==> config.mk <==
export PLATFORM = sky130hd
export DESIGN_NAME = i2c_cmd_arbiter_flat
export DESIGN_NICKNAME = d
export VERILOG_FILES = /design/src/rtl/i2c_cmd_arbiter_if.sv /design/src/rtl/i2c_cmd_arbiter.sv /design/src/flat_wrapper.sv
export SDC_FILE = /design/constraint.sdc
export NUM_CORES = 1
export LEC_CHECK = 0
export BUFFER_PORTS_ARGS = -buffer_cell sky130_fd_sc_hd__buf_2
export CAP_MARGIN = 20
export CORE_MARGIN = 10
export CORE_UTILIZATION = 30
export CTS_CLUSTER_DIAMETER = 150
export DETAILED_ROUTE_END_ITERATION = 6
export PLACE_DENSITY = 0.58
export RECOVER_POWER = 25
export SLEW_MARGIN = 40
export SYNTH_ARGS = -nofsm -noshare
export SYNTH_HDL_FRONTEND = slang
export SYNTH_SLANG_ARGS = --single-unit
==> constraint.sdc <==
create_clock -name clk -period 1.9 [get_ports clk]
set_input_delay 0.285 -clock clk [delete_from_list [all_inputs] [get_ports clk]]
set_output_delay 0.285 -clock clk [all_outputs]
set_load 0.1 [all_outputs]
==> src/rtl/i2c_cmd_arbiter_if.sv <==
// Requester handshake and i2c_controller connections of the command arbiter.
// The arbiter binds to the slave modport; requesters/controller sit on master.
interface i2c_cmd_arbiter_if #(
    parameter int NREQ = 2
) ();
    logic [NREQ-1:0]    req_valid;
    logic [24*NREQ-1:0] req_data;
    logic [NREQ-1:0]    req_ready;
    logic [NREQ-1:0]    resp_valid;
    logic               resp_ok;
    logic               resp_timeout;
    logic [3:0]         resp_attempts;
    logic [23:0]        i2c_data;
    logic               i2c_start;
    logic               i2c_done;
    logic               i2c_ack;
    logic               busy;

    modport master (
        output req_valid, req_data, i2c_done, i2c_ack,
        input  req_ready, resp_valid, resp_ok, resp_timeout, resp_attempts,
               i2c_data, i2c_start, busy
    );

    modport slave (
        input  req_valid, req_data, i2c_done, i2c_ack,
        output req_ready, resp_valid, resp_ok, resp_timeout, resp_attempts,
               i2c_data, i2c_start, busy
    );
endinterface

==> src/rtl/i2c_cmd_arbiter.sv <==
// Round-robin arbiter sharing one i2c_controller between NREQ requesters,
// with NACK retry, a WAIT watchdog and a one-cycle per-requester response.
module i2c_cmd_arbiter #(
    parameter int NREQ           = 2,
    parameter int MAX_RETRY      = 3,
    parameter int TIMEOUT_CYCLES = 65535
) (
    input logic              clk,
    input logic              reset,
    i2c_cmd_arbiter_if.slave bus
);

    localparam int PW = (NREQ > 1) ? $clog2(NREQ) : 1;
    localparam logic [4:0]  RETRY_LIMIT = 5'(MAX_RETRY);
    // Watchdog value on the cycle whose edge would bring it to TIMEOUT_CYCLES-1.
    localparam logic [15:0] WD_LAST     = 16'(TIMEOUT_CYCLES - 2);

    typedef enum logic [2:0] {
        IDLE,
        LAUNCH,
        ARM,
        WAIT,
        RESP
    } state_t;

    state_t          state;
    state_t          state_next;
    logic [PW-1:0]   ptr;
    logic [PW-1:0]   owner;
    logic [23:0]     frame;
    logic [4:0]      attempts;
    logic [15:0]     wd;
    logic            ok_q;
    logic            timeout_q;
    logic [3:0]      attempts_q;

    logic            grant_any;
    logic [PW-1:0]   grant_idx;
    logic [PW:0]     scan_sum;
    logic [23:0]     req_frame [NREQ];
    logic [NREQ-1:0] ready_vec;
    logic [NREQ-1:0] resp_vec;

    always_comb begin
        for (int i = 0; i < NREQ; i++) begin
            req_frame[i] = bus.req_data[24*i +: 24];
        end
    end

    // Scan upward from the pointer with wrap; the first pending requester wins.
    always_comb begin
        grant_any = 1'b0;
        grant_idx = '0;
        scan_sum  = '0;
        for (int k = 0; k < NREQ; k++) begin
            scan_sum = {1'b0, ptr} + (PW+1)'(k);
            if (scan_sum >= (PW+1)'(NREQ)) begin
                scan_sum = scan_sum - (PW+1)'(NREQ);
            end
            if (!grant_any && bus.req_valid[scan_sum[PW-1:0]]) begin
                grant_any = 1'b1;
                grant_idx = scan_sum[PW-1:0];
            end
        end
    end

    always_comb begin
        state_next = state;
        ready_vec  = '0;
        resp_vec   = '0;
        case (state)
            IDLE: begin
                if (grant_any) begin
                    state_next = LAUNCH;
                    if (!reset) begin
                        ready_vec[grant_idx] = 1'b1;
                    end
                end
            end
            LAUNCH: state_next = ARM;
            ARM:    state_next = WAIT;
            WAIT: begin
                if (bus.i2c_done) begin
                    if (!bus.i2c_ack && attempts <= RETRY_LIMIT) begin
                        state_next = LAUNCH;
                    end else begin
                        state_next = RESP;
                    end
                end else if (wd == WD_LAST) begin
                    state_next = RESP;
                end
            end
            RESP: begin
                resp_vec[owner] = 1'b1;
                state_next      = IDLE;
            end
            default: state_next = IDLE;
        endcase
    end

    // Done is checked before the watchdog so a completion on the limit cycle wins.
    always_ff @(posedge clk) begin
        if (reset) begin
            state      <= IDLE;
            ptr        <= '0;
            owner      <= '0;
            frame      <= '0;
            attempts   <= '0;
            wd         <= '0;
            ok_q       <= 1'b0;
            timeout_q  <= 1'b0;
            attempts_q <= '0;
        end else begin
            state <= state_next;
            case (state)
                IDLE: begin
                    if (grant_any) begin
                        owner    <= grant_idx;
                        frame    <= req_frame[grant_idx];
                        attempts <= 5'd1;
                        ptr      <= (grant_idx == PW'(NREQ - 1)) ? '0 : grant_idx + PW'(1);
                    end
                end
                LAUNCH: wd <= '0;
                WAIT: begin
                    wd <= wd + 16'd1;
                    if (bus.i2c_done) begin
                        if (bus.i2c_ack) begin
                            ok_q       <= 1'b1;
                            timeout_q  <= 1'b0;
                            attempts_q <= attempts[3:0];
                        end else if (attempts <= RETRY_LIMIT) begin
                            attempts <= attempts + 5'd1;
                        end else begin
                            ok_q       <= 1'b0;
                            timeout_q  <= 1'b0;
                            attempts_q <= attempts[3:0];
                        end
                    end else if (wd == WD_LAST) begin
                        ok_q       <= 1'b0;
                        timeout_q  <= 1'b1;
                        attempts_q <= attempts[3:0];
                    end
                end
                default: begin
                end
            endcase
        end
    end

    assign bus.req_ready     = ready_vec;
    assign bus.resp_valid    = resp_vec;
    assign bus.resp_ok       = ok_q;
    assign bus.resp_timeout  = timeout_q;
    assign bus.resp_attempts = attempts_q;
    assign bus.i2c_data      = frame;
    assign bus.i2c_start     = (state == LAUNCH);
    assign bus.busy          = (state != IDLE);

endmodule
==> src/flat_wrapper.sv <==
// flat-port wrapper written by rule: the top's interface ports become plain ports
module i2c_cmd_arbiter_flat 
#(
    parameter int NREQ           = 2,
    parameter int MAX_RETRY      = 3,
    parameter int TIMEOUT_CYCLES = 65535
)
  (clk, reset, bus_req_valid, bus_req_data, bus_i2c_done, bus_i2c_ack, bus_req_ready, bus_resp_valid, bus_resp_ok, bus_resp_timeout, bus_resp_attempts, bus_i2c_data, bus_i2c_start, bus_busy);
  i2c_cmd_arbiter_if #(.NREQ(NREQ)) bus_i ();
  input logic clk;
  input logic reset;
  input wire logic [$bits(bus_i.req_valid)-1:0] bus_req_valid;
  input wire logic [$bits(bus_i.req_data)-1:0] bus_req_data;
  input wire logic [$bits(bus_i.i2c_done)-1:0] bus_i2c_done;
  input wire logic [$bits(bus_i.i2c_ack)-1:0] bus_i2c_ack;
  output wire logic [$bits(bus_i.req_ready)-1:0] bus_req_ready;
  output wire logic [$bits(bus_i.resp_valid)-1:0] bus_resp_valid;
  output wire logic [$bits(bus_i.resp_ok)-1:0] bus_resp_ok;
  output wire logic [$bits(bus_i.resp_timeout)-1:0] bus_resp_timeout;
  output wire logic [$bits(bus_i.resp_attempts)-1:0] bus_resp_attempts;
  output wire logic [$bits(bus_i.i2c_data)-1:0] bus_i2c_data;
  output wire logic [$bits(bus_i.i2c_start)-1:0] bus_i2c_start;
  output wire logic [$bits(bus_i.busy)-1:0] bus_busy;
  assign bus_i.req_valid = bus_req_valid;
  assign bus_i.req_data = bus_req_data;
  assign bus_i.i2c_done = bus_i2c_done;
  assign bus_i.i2c_ack = bus_i2c_ack;
  assign bus_req_ready = bus_i.req_ready;
  assign bus_resp_valid = bus_i.resp_valid;
  assign bus_resp_ok = bus_i.resp_ok;
  assign bus_resp_timeout = bus_i.resp_timeout;
  assign bus_resp_attempts = bus_i.resp_attempts;
  assign bus_i2c_data = bus_i.i2c_data;
  assign bus_i2c_start = bus_i.i2c_start;
  assign bus_busy = bus_i.busy;
  i2c_cmd_arbiter #(.NREQ(NREQ), .MAX_RETRY(MAX_RETRY), .TIMEOUT_CYCLES(TIMEOUT_CYCLES)) u_core (.clk(clk), .reset(reset), .bus(bus_i));
endmodule
==> metrics.md <==
| Metric | Value |
|---|---|
| Post-synthesis xor/xnor area fraction | 0% |
| Post-DR wirelength/cell | 15.25 um |
| Mux share of post-synthesis cell area | 1.577% |
| Reg2reg setup slack | 0.18 ns |
| Final HPWL DP | 5578 um |
| Reg-to-Reg Start | u_core.attempts[0]$_SDFFE_PP0P_ |
| Clk_skew | 0.01448 ns |
| N_diodes | 0 |
| Die Height | 112.0 um |
| Worst R2R End | u_core.bus.resp_ok$_SDFFE_PP0P_ |
| Final min period | 1.862 ns |
| TNS Setup | 0 ns |
| Initial antenna violation count | 0 |
| R2R depth | 5 |
| Max Slew Vio Count | 0 |
| Synth Register Bits | 56 |
| Total number of vias | 2375 |
| Critical-path maximum fanout | 17 |
| Synth area leader | dfxtp_1 |
| Worst Setup Path Type | reg -> out |
| Top post-synthesis cells by area | dfxtp_1 44%, a22o_1 8.3%, a21o_1 7.7% |
| Leakage power | 1.647 nW |
| Req. time, crit path | 1.62 ns |
| # Max-Cap Violations | 0 |
| Post-DRT Antenna Nets | 0 |
| Reg clk slew, reported paths | 0.12 ns |
| CTS tree | built |
| Largest net degree at the start of global routing | 22 |
| Hold EP | u_core.bus.i2c_data[11]$_SDFFE_PP0P_ |
| Sinks on Clock Net | 56 |
| Worst hold slack | 0.1474 ns |
| Pwr Density | 888.9 nW/um2 |
| Die W | 112.0 um |
| Max-slew headroom | 53.73% |
| Final worst setup slack | 0.03820 ns |
| Post-synthesis adder-cell area fraction | 1.479% |
| EDFF count, synth | 0 |
| Drt drc | 0 |
| Post-synthesis cell count | 273 |
| I/O pins | 90 |
| Port bufs | 89 |
| Pre-antenna DRT Iters | 4 |
| Fin nets | 429 |
| First-pass GRT wire length | 11980 um |
| Worst VDD drop | 0.5070 mV |
| Fin. Hold Viols | 0 |
| Hold crit path type | in -> reg |
| Simple-Gate Fraction of Synth Area | 20.45% |
| Vias in the first global route | 2487 |
| CP startpoint kind | flop |
| Post-synth net total | 330 |
| Clock H-tree levels | 2 |
| Gr ovfl total | 0 |
| Setup violations, final | 0 |
| DIE AREA | 12540 um2 |
| Post-synth ARST share | 0% |
| CTS Buf Count | 5 |
| Seq/Total Area, Yosys | 44.16% |
| Synth top cells by count | 56 x dfxtp_1, 26 x a21o_1, 24 x a22o_1 |
| Worst-Skew Late Latency | 0.32 ns |
| Post-synth top area share | 44.16% |
| WL final | 7289 um |
| Synth warn | 0 |
| Initial Util | 30.90% |
| Hold path cells | 2 |
| Crit path DAT | 1.58 ns |
| Main combinational cell family by area after synthesis | compound AO/OA/AOI/OAI gates |
| Synth Area in Compound Gates | 27.40% |
| Ratio of cells with drive above 1 in the final layout | 37.80% |
| Synthesized area per cell | 9.299 um2 |
| RD Place Congestion | 0.7395 |
| Status | finished clean |
| Slew @ Worst Pin | 0.6940 ns |
| Core ar. | 8217 um2 |
| Std cell rows | 33 |
| Tcrit/Tclk final | 97.99% |
| RSZ-0062 raised after global routing | yes |
| CP Capture Type | primary output |
| Primary FF master, synth | dfxtp_1 |
| GR Util All Layers | 11.04% |
| Fillers | 822 |
| CTS Buffer Depth | 2 |
| Top-count cell post-synth | dfxtp_1 |
| Layout overhead on the synthesized area | 33.91% |
| Root Buffer | clkbuf_8 |
| Mapped cell area | 2539 um2 |
| Post-synthesis cell type count | 48 |
| Vias per cell | 4.969 |
| Pre-CTS WS | 0.09269 ns |
| Hold path startpoint | bus_req_data[11] |
| Max Clk Rate | 0.5371 GHz |
| DR iter-0 viols | 81 |
==> stage by stage <==
| step | cells | utilization (%) | power, W | instance area [um2] |
|---|---|---|---|---|
| 2_1_floorplan | 273 | - | 0.002078 | 2552 |
| 3_5_place_dp | 465 | 39.59 | 0.002323 | 3253 |
| 6_report | 478 | 41.37 | 0.003022 | 3400 |
| 5_1_grt | 478 | 41.37 | 0.003156 | 3400 |
| 3_3_place_gp | 465 | 39.59 | 0.002316 | 3253 |
| 4_1_cts | 476 | 41.13 | 0.003045 | 3379 |
==> worst max-delay path: stages, from the launching register on <==
cell and delay [ns]:
dfxtp_4 0.40, nor3_4 0.24, o2111a_2 0.28, buf_12 0.15, buf_12 0.18
==> layer usage <==
layer,GRT usage [%],vias to the layer above,wire [um]
met4,2.030,0,40
met1,12.86,1096,3208
met5,0,-,0
met2,17.68,70,3319
li1,-,1205,-
met3,5.958,4,720
==> cell usage in the layout, fill, tap and decap left out, types with 8 or more instances in the layout <==
cell and instances:
nor2_1 18, dfxtp_1 53, a22o_1 24, nand2_1 17, buf_2 70, a21o_1 26
o21ai_0 8, a21oi_1 15, nand3_1 10, buf_4 19, clkbuf_2 13
==> cell type report <==
| type | count | area (um2) | area share, % |
|---|---|---|---|
| Timing Repair Buffer | 111 | 713.2 | 20.98 |
| Clock buffer | 5 | 68.82 | 2.024 |
| Clock inverter | 3 | 27.53 | 0.8097 |
| Tap cell | 105 | 131.4 | 3.865 |
| Multi-Input combinational cell | 191 | 1301 | 38.28 |
| Inverter | 7 | 30.03 | 0.8833 |
| Sequential cell | 56 | 1127 | 33.16 |
==> power breakdown <==
group,internal (W),switching (W)
Clock,0.000272,0.000432
Sequential,0.00125,0.0000568
Combinational,0.000271,0.000739
Total,0.00179,0.00123
==> state kept, by name, indices dropped and copies added, names as in the netlist <==
name,flops
u_core.bus.resp_attempts,4
u_core.ptr,1
u_core.attempts,5
u_core.wd,16
u_core.bus.resp_ok,1
u_core.bus.i2c_data,24
u_core.state,3
u_core.bus.resp_timeout,1
u_core.owner,1
==> repair_timing <==
item | CTS | global route
pin swaps | 1 | 2
endpoints found under the hold margin | 0 | 0
resized for setup | 4 | 3
setup endpoints to repair | 3 | 5
hold buffers | 0 | 0
setup buffers | 3 | 2
==> worst max path at each step <==
stage                               startpoint                              end  slack, ns  cells after the start
2_1_floorplan     u_core.state[0]$_SDFFE_PP0P_                 bus_req_ready[0]       0.02                      5
3_3_place_gp         u_core.wd[0]$_SDFFE_PP0P_  u_core.bus.resp_ok$_SDFFE_PP0P_       0.13                      5
3_5_place_dp   u_core.attempts[0]$_SDFFE_PP0P_  u_core.bus.resp_ok$_SDFFE_PP0P_       0.09                      5
4_1_cts           u_core.state[0]$_SDFFE_PP0P_                 bus_req_ready[1]      0.005                      4
5_1_grt           u_core.state[0]$_SDFFE_PP0P_                 bus_req_ready[1]      -0.04                      4
6_report          u_core.state[0]$_SDFFE_PP0P_                 bus_req_ready[1]       0.04                      4
==> logic make-up (layout without fill, tap and decap cells) <==
logic type,count (synthesis),after routing
DFF,56,56
and+or+nand+nor,93,93
adders and majority gates,3,3
buffers and inverters,26,126
muxes,4,4
AOI/OAI and AO/OA,91,91
Power figures use the tool's default switching activity.
